**src/rtl/event_priority_encoder.sv**
```systemverilog
// Sticky event collector: latches up to N_IN request lines into a pending register and
// presents them one at a time as binary codes on a valid/ready output.
module event_priority_encoder #(
    parameter int N_IN        = 8,
    parameter int W_CODE      = 3,
    parameter bit ROUND_ROBIN = 1'b0
) (
    input  logic              clk,
    input  logic              rst_n,
    input  logic [N_IN-1:0]   evt_in,
    input  logic              clr,
    output logic [W_CODE-1:0] out_code,
    output logic              out_valid,
    input  logic              out_ready,
    output logic [N_IN-1:0]   pending,
    output logic              overflow
);

    typedef enum logic {
        IDLE    = 1'b0,
        PRESENT = 1'b1
    } state_e;

    state_e              state_q,    state_d;
    logic [N_IN-1:0]     pending_q,  pending_d;
    logic [W_CODE-1:0]   code_q,     code_d;
    logic                valid_q,    valid_d;
    logic                overflow_q, overflow_d;
    logic [W_CODE-1:0]   last_q,     last_d;

    logic [W_CODE-1:0]   sel_fixed;
    logic [W_CODE-1:0]   sel_rr;
    logic [W_CODE-1:0]   sel;
    logic                any_pending;
    logic                load;
    logic [N_IN-1:0]     load_clr;

    // Descending scan so the lowest set index is the last one written.
    // NOTE: every always_comb output gets a default first so no path leaves it unassigned
    // (an unassigned path would infer a latch).
    always_comb begin
        sel_fixed = '0;
        for (int i = N_IN - 1; i >= 0; i--) begin
            if (pending_q[i]) begin
                sel_fixed = W_CODE'(i);
            end
        end
    end

    // Round-robin: offsets N_IN down to 1 from last_q, so the nearest index after last_q
    // wins and last_q itself is considered last. Code width wraps the index modulo N_IN.
    always_comb begin
        logic [W_CODE-1:0] idx;
        idx    = '0;
        sel_rr = last_q;
        for (int k = N_IN; k >= 1; k--) begin
            idx = last_q + W_CODE'(k);
            if (pending_q[idx]) begin
                sel_rr = idx;
            end
        end
    end

    assign sel         = ROUND_ROBIN ? sel_rr : sel_fixed;
    assign any_pending = |pending_q;
    assign load        = any_pending && ((state_q == IDLE) || (valid_q && out_ready));
    assign load_clr    = load ? (N_IN'(1) << sel) : '0;

    always_comb begin
        state_d    = state_q;
        code_d     = code_q;
        valid_d    = valid_q;
        last_d     = last_q;
        pending_d  = (pending_q & ~load_clr) | evt_in;
        overflow_d = overflow_q | (|(evt_in & pending_q & ~load_clr));

        if (clr) begin
            // Clear discards this cycle's events and any in-flight handshake; last_q survives.
            state_d    = IDLE;
            code_d     = '0;
            valid_d    = 1'b0;
            pending_d  = '0;
            overflow_d = 1'b0;
        end else begin
            unique case (state_q)
                IDLE: begin
                    if (load) begin
                        state_d = PRESENT;
                        code_d  = sel;
                        valid_d = 1'b1;
                        last_d  = sel;
                    end
                end
                PRESENT: begin
                    if (load) begin
                        code_d = sel;
                        last_d = sel;
                    end else if (valid_q && out_ready) begin
                        state_d = IDLE;
                        valid_d = 1'b0;
                    end
                end
                default: begin
                    state_d = IDLE;
                    valid_d = 1'b0;
                end
            endcase
        end
    end

    // NOTE: sequential state uses non-blocking assignments so every register samples
    // pre-edge values regardless of block ordering.
    always_ff @(posedge clk or negedge rst_n) begin
        if (!rst_n) begin
            state_q    <= IDLE;
            pending_q  <= '0;
            code_q     <= '0;
            valid_q    <= 1'b0;
            overflow_q <= 1'b0;
            last_q     <= W_CODE'(N_IN - 1);
        end else begin
            state_q    <= state_d;
            pending_q  <= pending_d;
            code_q     <= code_d;
            valid_q    <= valid_d;
            overflow_q <= overflow_d;
            last_q     <= last_d;
        end
    end

    assign out_code  = code_q;
    assign out_valid = valid_q;
    assign pending   = pending_q;
    assign overflow  = overflow_q;

endmodule

```
**config.mk**
```make
export PLATFORM = sky130hd
export DESIGN_NAME = event_priority_encoder
export DESIGN_NICKNAME = d
export VERILOG_FILES = /design/src/rtl/event_priority_encoder.sv
export SDC_FILE = /design/constraint.sdc
export NUM_CORES = 1
export LEC_CHECK = 0
export ABC_AREA = 0
export BUFFER_PORTS_ARGS = -buffer_cell sky130_fd_sc_hd__buf_4
export CAP_MARGIN = 30
export CORE_UTILIZATION = 35
export CTS_CLUSTER_SIZE = 12
export DETAILED_ROUTE_END_ITERATION = 8
export SYNTH_ARGS = -nofsm -noshare
export SYNTH_HDL_FRONTEND = slang
export SYNTH_SLANG_ARGS = --single-unit
```
**constraint.sdc**
```tcl
create_clock -name clk -period 3.2 [get_ports clk]
set_clock_uncertainty 0.05 [all_clocks]
set_input_delay 0.64 -clock clk [delete_from_list [all_inputs] [get_ports clk]]
set_output_delay 0.64 -clock clk [all_outputs]
set_load 0.05 [all_outputs]
```
==> run_results.csv, run 1 <==
group,metric,value,unit
clocking,cts_resized,0,
yosys,syn_area_per_cell,8.36,um^2
yosys,ys_warn_count,0,
floorplan,initial_utilization,38.1,%
detailed_routing,wl_per_cell,12.3,um
floorplan,design.core.area,0.00202,mm^2
detailed_routing,postRouteAntennaNets,0,
timing,post-route-period-util,60.5,%
flow_run,maxCapViolCount,0,
clocking,cts_setup_buffers,0,
setup_path,cp.required,3300,ps
clocking,cts_buffers,3,
clocking,insertion_delay,290,ps
place,io_buffers,24,
setup_path,reg2reg_depth,5,
pwr,power.net_switching,0.170,mW
final_layout,final_common_cell,"buf_4",
global_route,grt_max_degree,15,
place,gp_congestion,0.820,
timing,maxSlewViolCount,0,
setup_path,worst-setup-path-type,"flop to flop",
final_layout,layout_common_cells,"25 x buf_4, 14 x a21oi_1, 14 x dfrtp_1, 12 x nor2_1",
yosys,yosysTopAreaCellShare,45.5,%
global_route,grt_pass1_wl,2.87,mm
detailed_routing,dr.pass1.iters,5,
pwr,p_clk_share,27.2,%
floorplan,dieArea,0.00239,mm^2
final_layout,diodes,0,
yosys,synth_area_leader_cell,"dfrtp_1",
pwr,combPwrFrac,29.6,%
yosys,synth.ff_latch_count,14,
pwr,internal_power,0.310,mW
clocking,clk_pin_slew_worst_paths,90,ps
timing,relSlewSlack,79.0,%
timing,max_freq,0.516,GHz
detailed_routing,drt_iter0_markers,18,
setup_path,critPathMaxStageDelay,610,ps
final_layout,multi_input_area,388,um^2
timing,rsz0062_at_grt,"no",
clocking,holdBufCountCts,0,
pwr,seq_power_share,43.2,%
detailed_routing,remaining_drc_errors,0,
timing,setup-violations-final,0,
worst_hold_path,hold_class,"input pin to async pin",
global_route,gr-total-overflow,0,
pwr,p_per_area,471,mW/mm^2
floorplan,pin_count,25,
clocking,cts_root_buf,"clkbuf_4",
pwr,peakVddDrop,0.000255,V
run_status,status,"complete, no violations",
final_layout,nets,132,
global_route,grt_pass1_vias,647,
yosys,synth_area_leaders,"dfrtp_1 46%, a21oi_1 9.1%, o21ai_0 5.9%",
setup_path,endpoint_kind,"flop",
final_layout,syn_to_final_growth,32.4,%
setup_path,critPathSlowestCell,"or4_4",
clocking,clock-sinks,14,
clocking,cts_tree,"yes",
setup_path,startpoint_type,"flop",
yosys,synth.cell_area,769,um^2
place,place_area,982,um^2
pwr,power_leakage,0.465,nW
timing,worst_pin_slew,312,ps
yosys,ys_types,28,
pwr,power_switching_share,35.3,%
setup_path,worstPathArrival,2040,ps
setup_path,cp_cell_sequence,"or4_4 > nor2_4 > o21ai_1 > a311oi_1 > a41oi_1",
floorplan,fp-row-count,16,
final_layout,regArea,350,um^2
clocking,cts_max_level,1,
detailed_routing,drt-total-wl,1.80,mm
yosys,netlist_instances,92,
timing,tns,0,ps
clocking,clockBufferDepth,2,
floorplan,die-width,48.9,um
final_layout,n_fill_cell,187,
global_route,grt.total_usage,15.8,%
yosys,synth_nets,104,
yosys,ys_seq_area_share,45.5,%
detailed_routing,via_per_inst,5.22,
final_layout,stdcell_area,0.00102,mm^2
global_route,antenna_found_initial,0,
detailed_routing,via_count,762,
place,dp_hpwl,1.29,mm
final_layout,layout-drive-gt1-share,28.6,%
floorplan,die_h,48.9,um
timing,final_hold_viol_count,0,
timing,fin_crit,1940,ps
setup_path,path_max_fanout,8,
## cell families after synthesis
logic type / share of synthesized area [%]
AND/OR/NAND/NOR: 23.9
AO/OA/AOI/OAI: 26.5
flip-flops: 45.5
buffers and inverters: 4.06
## path summary, 6_finish.rpt
kind                                 start   endpoint  slack (ps)
worst max-delay path            pending[2]   overflow        1260
worst min-delay path                 rst_n  out_valid         130
worst max register to register  pending[2]   overflow        1260
worst min register to register     state_q  out_valid         460
max in group asynchronous            rst_n   overflow        2790
min in group clk                   state_q  out_valid         460
## synth_stat cells
cell type and number:
nor2_4 1, a21boi_1 1, or4_4 1, nor3_1 2, a311oi_1 1, nand2_1 9
o211ai_1 1, or4_1 1, o21ai_1 1, a31oi_1 2, a21boi_0 1, dfrtp_1 14
a221oi_1 1, inv_1 6, o21ai_0 9, a211oi_1 1, nor4b_2 1, clkbuf_1 1
or2_2 2, a41oi_1 1, nor2b_1 1, a21oi_1 14, o311ai_0 1, and2_1 3
buf_2 1, nor2_1 12, o22ai_1 1, nand2b_1 2
## sequential cells by signal (all words and copies together), names as in the netlist
| name | cells |
|---|---|
| out_code | 3 |
| state_q | 1 |
| overflow | 1 |
| out_valid | 1 |
| pending | 8 |
## layout make-up
cell class              instances  share of cell area, %
inverters                       6                   2.21
multi-input cells              70                   38.1
flip-flops and latches         14                   34.4
repair buffers                 25                   18.4
well taps                      27                   3.32
clock buffers                   4                   3.56
## stage by stage
stage          setup WS [ps]  total power, mW  std cells  hold WS, ps  util, %
2_1_floorplan           1180            0.302         92          294        -
3_3_place_gp            1330            0.353        142          446     48.6
3_5_place_dp            1240            0.353        142          452     48.6
4_1_cts                 1260            0.488        146          132     50.4
5_1_grt                 1150            0.511        146          131     50.4
6_report                1260            0.480        146          135     50.4
## power groups by stage
stage / sequential (mW) / combinational, mW / clock [mW]
floorplan: 0.252 / 0.0500 / 0
global placement: 0.210 / 0.143 / 0
detailed placement: 0.210 / 0.143 / 0
CTS: 0.207 / 0.143 / 0.138
global route: 0.210 / 0.153 / 0.148
finish: 0.207 / 0.142 / 0.130
## worst max-delay path, delay by kind of cell, from the launching register on
kind / cells / cell delay [ps]
AND/OR/NAND/NOR: 2 / 740
AO/OA/AOI/OAI: 3 / 550
flip-flops: 1 / 460
## layer usage
| layer | routed length [um] | vias up | global-route usage [%] |
|---|---|---|---|
| met5 | 0 | - | 0 |
| met4 | 23 | 0 | 7.35 |
| met3 | 111 | 3 | 4.05 |
| met2 | 761 | 26 | 24.8 |
| met1 | 901 | 351 | 20.2 |
| li1 | - | 382 | - |
No activity file was read; power rests on OpenSTA's default activity.
==> run 2: changes to the inputs <==
- clock period: 3.2 -> 1.7 ns (I/O delays scaled with it)
==> run_results.csv, run 2 (same netlist as run 1, synthesis figures left out) <==
group,metric,value,unit
pwr,peakVddDrop,0.000580,V
final_layout,final_common_cell,"buf_4",
place,placed_cells,152,
setup_path,endpoint_kind,"flop",
clocking,cts_max_level,1,
clocking,clockBufferDepth,2,
floorplan,die_h,48.9,um
pwr,p_per_area,797,mW/mm^2
pwr,seq_power_share,41.9,%
setup_path,r2r_setup_slack,-140,ps
pwr,power.net_switching,0.325,mW
global_route,grt.total_usage,18.3,%
pwr,internal_power,0.575,mW
global_route,gr-total-overflow,0,
timing,maxSlewViolCount,0,
pwr,power_switching_share,36.1,%
setup_path,cp.required,1800,ps
place,io_buffers,24,
timing,relSlewSlack,76.9,%
detailed_routing,postRouteAntennaNets,0,
timing,rsz0062_at_grt,"yes",
timing,post-route-period-util,108,%
floorplan,initial_utilization,38.1,%
global_route,grt_max_degree,15,
flow_run,maxCapViolCount,0,
detailed_routing,drt_iter0_markers,13,
clocking,clock-sinks,14,
worst_hold_path,worstHoldStart,"evt_in[3]",
clocking,cts_root_buf,"clkbuf_4",
global_route,grt_pass1_wl,3.31,mm
timing,final_hold_viol_count,0,
final_layout,largest_register_ffs,8,
floorplan,pin_count,25,
setup_path,path_max_fanout,3,
pwr,p_clk_share,21.8,%
detailed_routing,dr.pass1.iters,4,
worst_hold_path,min_to,"pending[3]",
setup_path,r2r-end,"overflow",
timing,worst_slack,-140,ps
setup_path,worstPathArrival,1940,ps
pwr,combPwrFrac,36.3,%
setup_path,r2r_start,"pending[2]",
timing,tns,-205,ps
detailed_routing,remaining_drc_errors,0,
run_status,violations,"negative setup slack",
run_status,status,"finished, violations left",
worst_hold_path,hold_class,"input pin to flop",
final_layout,layout-drive-gt1-share,39.7,%
clocking,insertion_delay,280,ps
worst_hold_path,whs_path_depth,3,
detailed_routing,drt-total-wl,2.03,mm
setup_path,startpoint_type,"flop",
place,gp_congestion,0.849,
clocking,clk_pin_slew_worst_paths,90,ps
floorplan,dieArea,0.00239,mm^2
final_layout,syn_to_final_growth,46.7,%
floorplan,die-width,48.9,um
floorplan,fp-row-count,16,
final_layout,finalNonFillerCells,158,
detailed_routing,via_per_inst,5.18,
timing,hold-worst-slack,235,ps
global_route,grt_pass1_vias,744,
pwr,power_leakage,0.516,nW
timing,fin_crit,1840,ps
detailed_routing,via_count,819,
timing,max_freq,0.543,GHz
detailed_routing,wl_per_cell,12.8,um
clocking,cts_buffers,3,
floorplan,design.core.area,0.00202,mm^2
clocking,cts_tree,"yes",
final_layout,fin_util,55.8,%
global_route,antenna_found_initial,0,
setup_path,worst-setup-path-type,"flop to flop",
final_layout,diodes,0,
timing,setup-violations-final,4,
setup_path,critPathLaunch,"pending[2]",
final_layout,layout_common_cells,"35 x buf_4, 14 x a21oi_1, 11 x nor2_1, 9 x nand2_1, 9 x dfrtp_1",
place,dp_hpwl,1.49,mm
setup_path,reg2reg_depth,6,
final_layout,nets,144,
timing,worst_pin_slew,343,ps
-- run 2: cell types whose count changed in the layout (fill, tap and decap cells not counted), moves of 2 or more --
| cell | previous run | this run |
|---|---|---|
| buf_4 | 25 | 35 |
| dfrtp_1 | 14 | 9 |
| dfrtp_2 | 0 | 5 |
| o21ai_0 | 9 | 7 |
-- run 2: cell type report --
| cell class | instances | area (um^2) |
|---|---|---|
| Fill cell | 195 | 893 |
| Multi-Input combinational cell | 70 | 405 |
| Sequential cell | 14 | 357 |
| Timing Repair Buffer | 37 | 284 |
| Tap cell | 27 | 33.8 |
| Clock buffer | 4 | 26.3 |
| Inverter | 6 | 22.5 |
-- run 2: metrics by stage --
| step | area, um^2 | setup WS, ps | total power, mW |
|---|---|---|---|
| floorplan | 776 | -191 | 0.572 |
| global placement | 1060 | -42.6 | 0.692 |
| detailed placement | 1060 | -86.0 | 0.695 |
| CTS | 1100 | -96.8 | 0.900 |
| global route | 1130 | -191 | 0.961 |
| finish | 1130 | -140 | 0.900 |
-- run 2: worst max-delay path, stage by stage, from the launching register on --
cell and delay (ps):
dfrtp_2 420, or4_4 580, nor2_4 150, buf_4 120, nand2_1 70, o22ai_1 190
a41oi_1 130
-- run 2: power groups by stage --
stage	registers, mW	logic, mW	clock network, mW
2_1_floorplan	0.477	0.0948	0
3_3_place_gp	0.383	0.309	0
3_5_place_dp	0.384	0.311	0
4_1_cts	0.377	0.315	0.208
5_1_grt	0.381	0.350	0.229
6_report	0.377	0.326	0.196
-- run 2: layer usage --
layer / routed length [um] / track usage (%)
met1: 974 / 23.0
met2: 953 / 30.3
met3: 87 / 5.92
met4: 12 / 4.41
met5: 0 / 0
-- run 2: what timing repair did --
action                                 4_1_cts  5_1_grt
hold buffers                                 1        0
resized for setup                            1        5
endpoints found under the hold margin       14        0
gates cloned                                 0        0
setup endpoints to repair                    3        3
setup buffers                                0        1
pin swaps                                    1        5
-- run 2: how the worst max path moves through the flow --
stage	to	slack, ps	depth (start not counted)
2_1_floorplan	overflow	-190	5
3_3_place_gp	overflow	-40	5
3_5_place_dp	overflow	-90	5
4_1_cts	overflow	-100	5
5_1_grt	overflow	-190	5
6_report	overflow	-140	6
==> run 3: changes to the inputs <==
==> constraint.sdc (replaced) <==
create_clock -name clk -period 2.2 [get_ports clk]
set_clock_uncertainty 0.05 [all_clocks]
set_input_delay 0.11 -clock clk [delete_from_list [all_inputs] [get_ports clk]]
set_output_delay 0.11 -clock clk [all_outputs]
set_load 0.05 [all_outputs]
==> run_results.csv, run 3 (same netlist as run 1, synthesis figures left out) <==
group,metric,value,unit
place,pre_cts_ws,341,ps
final_layout,finalNonFillerCells,147,
detailed_routing,remaining_drc_errors,0,
timing,maxSlewViolCount,0,
floorplan,pin_count,25,
place,placed_cells,143,
clocking,clk_pin_slew_worst_paths,80,ps
final_layout,nets,134,
final_layout,largest_register_ffs,8,
timing,worst_slack,351,ps
pwr,power.net_switching,0.234,mW
timing,fin_crit,1850,ps
setup_path,endpoint_kind,"flop",
timing,post-route-period-util,84.1,%
detailed_routing,drt_iter0_markers,22,
clocking,cts_root_buf,"clkbuf_4",
place,dp_hpwl,1.33,mm
detailed_routing,postRouteAntennaNets,0,
timing,worst_pin_slew,348,ps
timing,max_freq,0.541,GHz
floorplan,design.core.area,0.00202,mm^2
global_route,grt_pass1_vias,687,
global_route,top_usage_layer,"met2",
clocking,cts_max_level,1,
pwr,power_leakage,0.467,nW
final_layout,final_common_cell,"buf_4",
global_route,antenna_found_initial,0,
pwr,p_per_area,636,mW/mm^2
place,io_buffers,24,
floorplan,die-width,48.9,um
setup_path,path_max_fanout,8,
final_layout,diodes,0,
pwr,power_switching_share,36.0,%
flow_run,maxCapViolCount,0,
worst_hold_path,hold_class,"input pin to flop",
detailed_routing,drt-total-wl,1.77,mm
floorplan,dieArea,0.00239,mm^2
clocking,clock-sinks,14,
floorplan,initial_utilization,38.1,%
pwr,combPwrFrac,32.3,%
clocking,insertion_delay,280,ps
clocking,cts_resized,0,
timing,tns,0,ps
timing,relSlewSlack,76.5,%
global_route,grt_max_degree,15,
setup_path,startpoint_type,"flop",
global_route,grt_pass1_wl,2.94,mm
run_status,status,"complete, no violations",
final_layout,layout-drive-gt1-share,28.3,%
final_layout,syn_to_final_growth,32.8,%
clocking,cts_tree,"yes",
clocking,cts_buffers,3,
pwr,p_clk_share,21.4,%
pwr,seq_power_share,46.3,%
timing,setup-violations-final,0,
global_route,grt.met3_usage,5.92,%
setup_path,r2r_setup_slack,350,ps
global_route,grt_use_met1,21.8,%
timing,rsz0062_at_grt,"no",
pwr,internal_power,0.416,mW
global_route,grt.total_usage,16.3,%
detailed_routing,wl_per_cell,12.1,um
global_route,gr-total-overflow,0,
global_route,met2_usage,24.8,%
setup_path,worst-setup-path-type,"flop to flop",
place,gp_congestion,0.838,
timing,final_hold_viol_count,0,
setup_path,worstPathArrival,1950,ps
pwr,peakVddDrop,0.000403,V
floorplan,fp-row-count,16,
detailed_routing,via_count,752,
detailed_routing,dr.pass1.iters,4,
setup_path,cp.required,2300,ps
clocking,cts_setup_buffers,0,
detailed_routing,via_per_inst,5.12,
final_layout,layout_common_cells,"26 x buf_4, 14 x a21oi_1, 14 x dfrtp_1, 12 x nor2_1",
floorplan,die_h,48.9,um
clocking,clockBufferDepth,2,
clocking,holdBufCountCts,1,
==> run 3: metrics by stage <==
step | utilization [%] | total power, mW | hold WS [ps] | area [um^2]
after floorplan | - | 0.440 | -236 | 769
after global placement | 48.9 | 0.515 | -77.7 | 990
after detailed placement | 48.9 | 0.515 | -78.4 | 990
after CTS | 50.6 | 0.660 | 6.76 | 1020
after global routing | 50.6 | 0.692 | 18.1 | 1020
final | 50.6 | 0.650 | 11.9 | 1020
==> run 3: routing by layer <==
| metal | up-vias | part of all wire (%) |
|---|---|---|
| met5 | - | 0 |
| met4 | 0 | 1.9 |
| met3 | 4 | 6.5 |
| met2 | 28 | 44 |
| met1 | 335 | 47 |
| li1 | 385 | - |
==> run 3: power by group through the flow <==
stage | Sequential [mW] | Combinational, mW | Clock, mW
5_1_grt | 0.305 | 0.228 | 0.159
3_5_place_dp | 0.306 | 0.210 | 0
6_report | 0.301 | 0.210 | 0.139
2_1_floorplan | 0.367 | 0.0728 | 0
3_3_place_gp | 0.305 | 0.210 | 0
4_1_cts | 0.301 | 0.212 | 0.147
==> run 3: critical path, cell delays in order (launching register included) <==
cell      delay [ps]
dfrtp_1          450
or4_4            610
nor2_4           130
o21ai_1           90
a311oi_1         270
a41oi_1          140
==> run 3: final timing paths <==
kind                       startpoint          to  depth (start not counted)
setup / recovery           pending[2]    overflow                          5
hold / removal              evt_in[3]  pending[3]                          3
setup reg to reg           pending[2]    overflow                          5
hold reg to reg               state_q   out_valid                          1
max in group asynchronous       rst_n  pending[3]                          2
min in group asynchronous       rst_n   out_valid                          2
==> run 3: final cells by class <==
type / count / area [um^2]
timing repair buffer: 27 / 205
sequential: 14 / 350
multi-input combinational: 70 / 388
tap: 27 / 33.8
clock buffer: 3 / 22.5
fill: 217 / 1000
inverter: 6 / 22.5
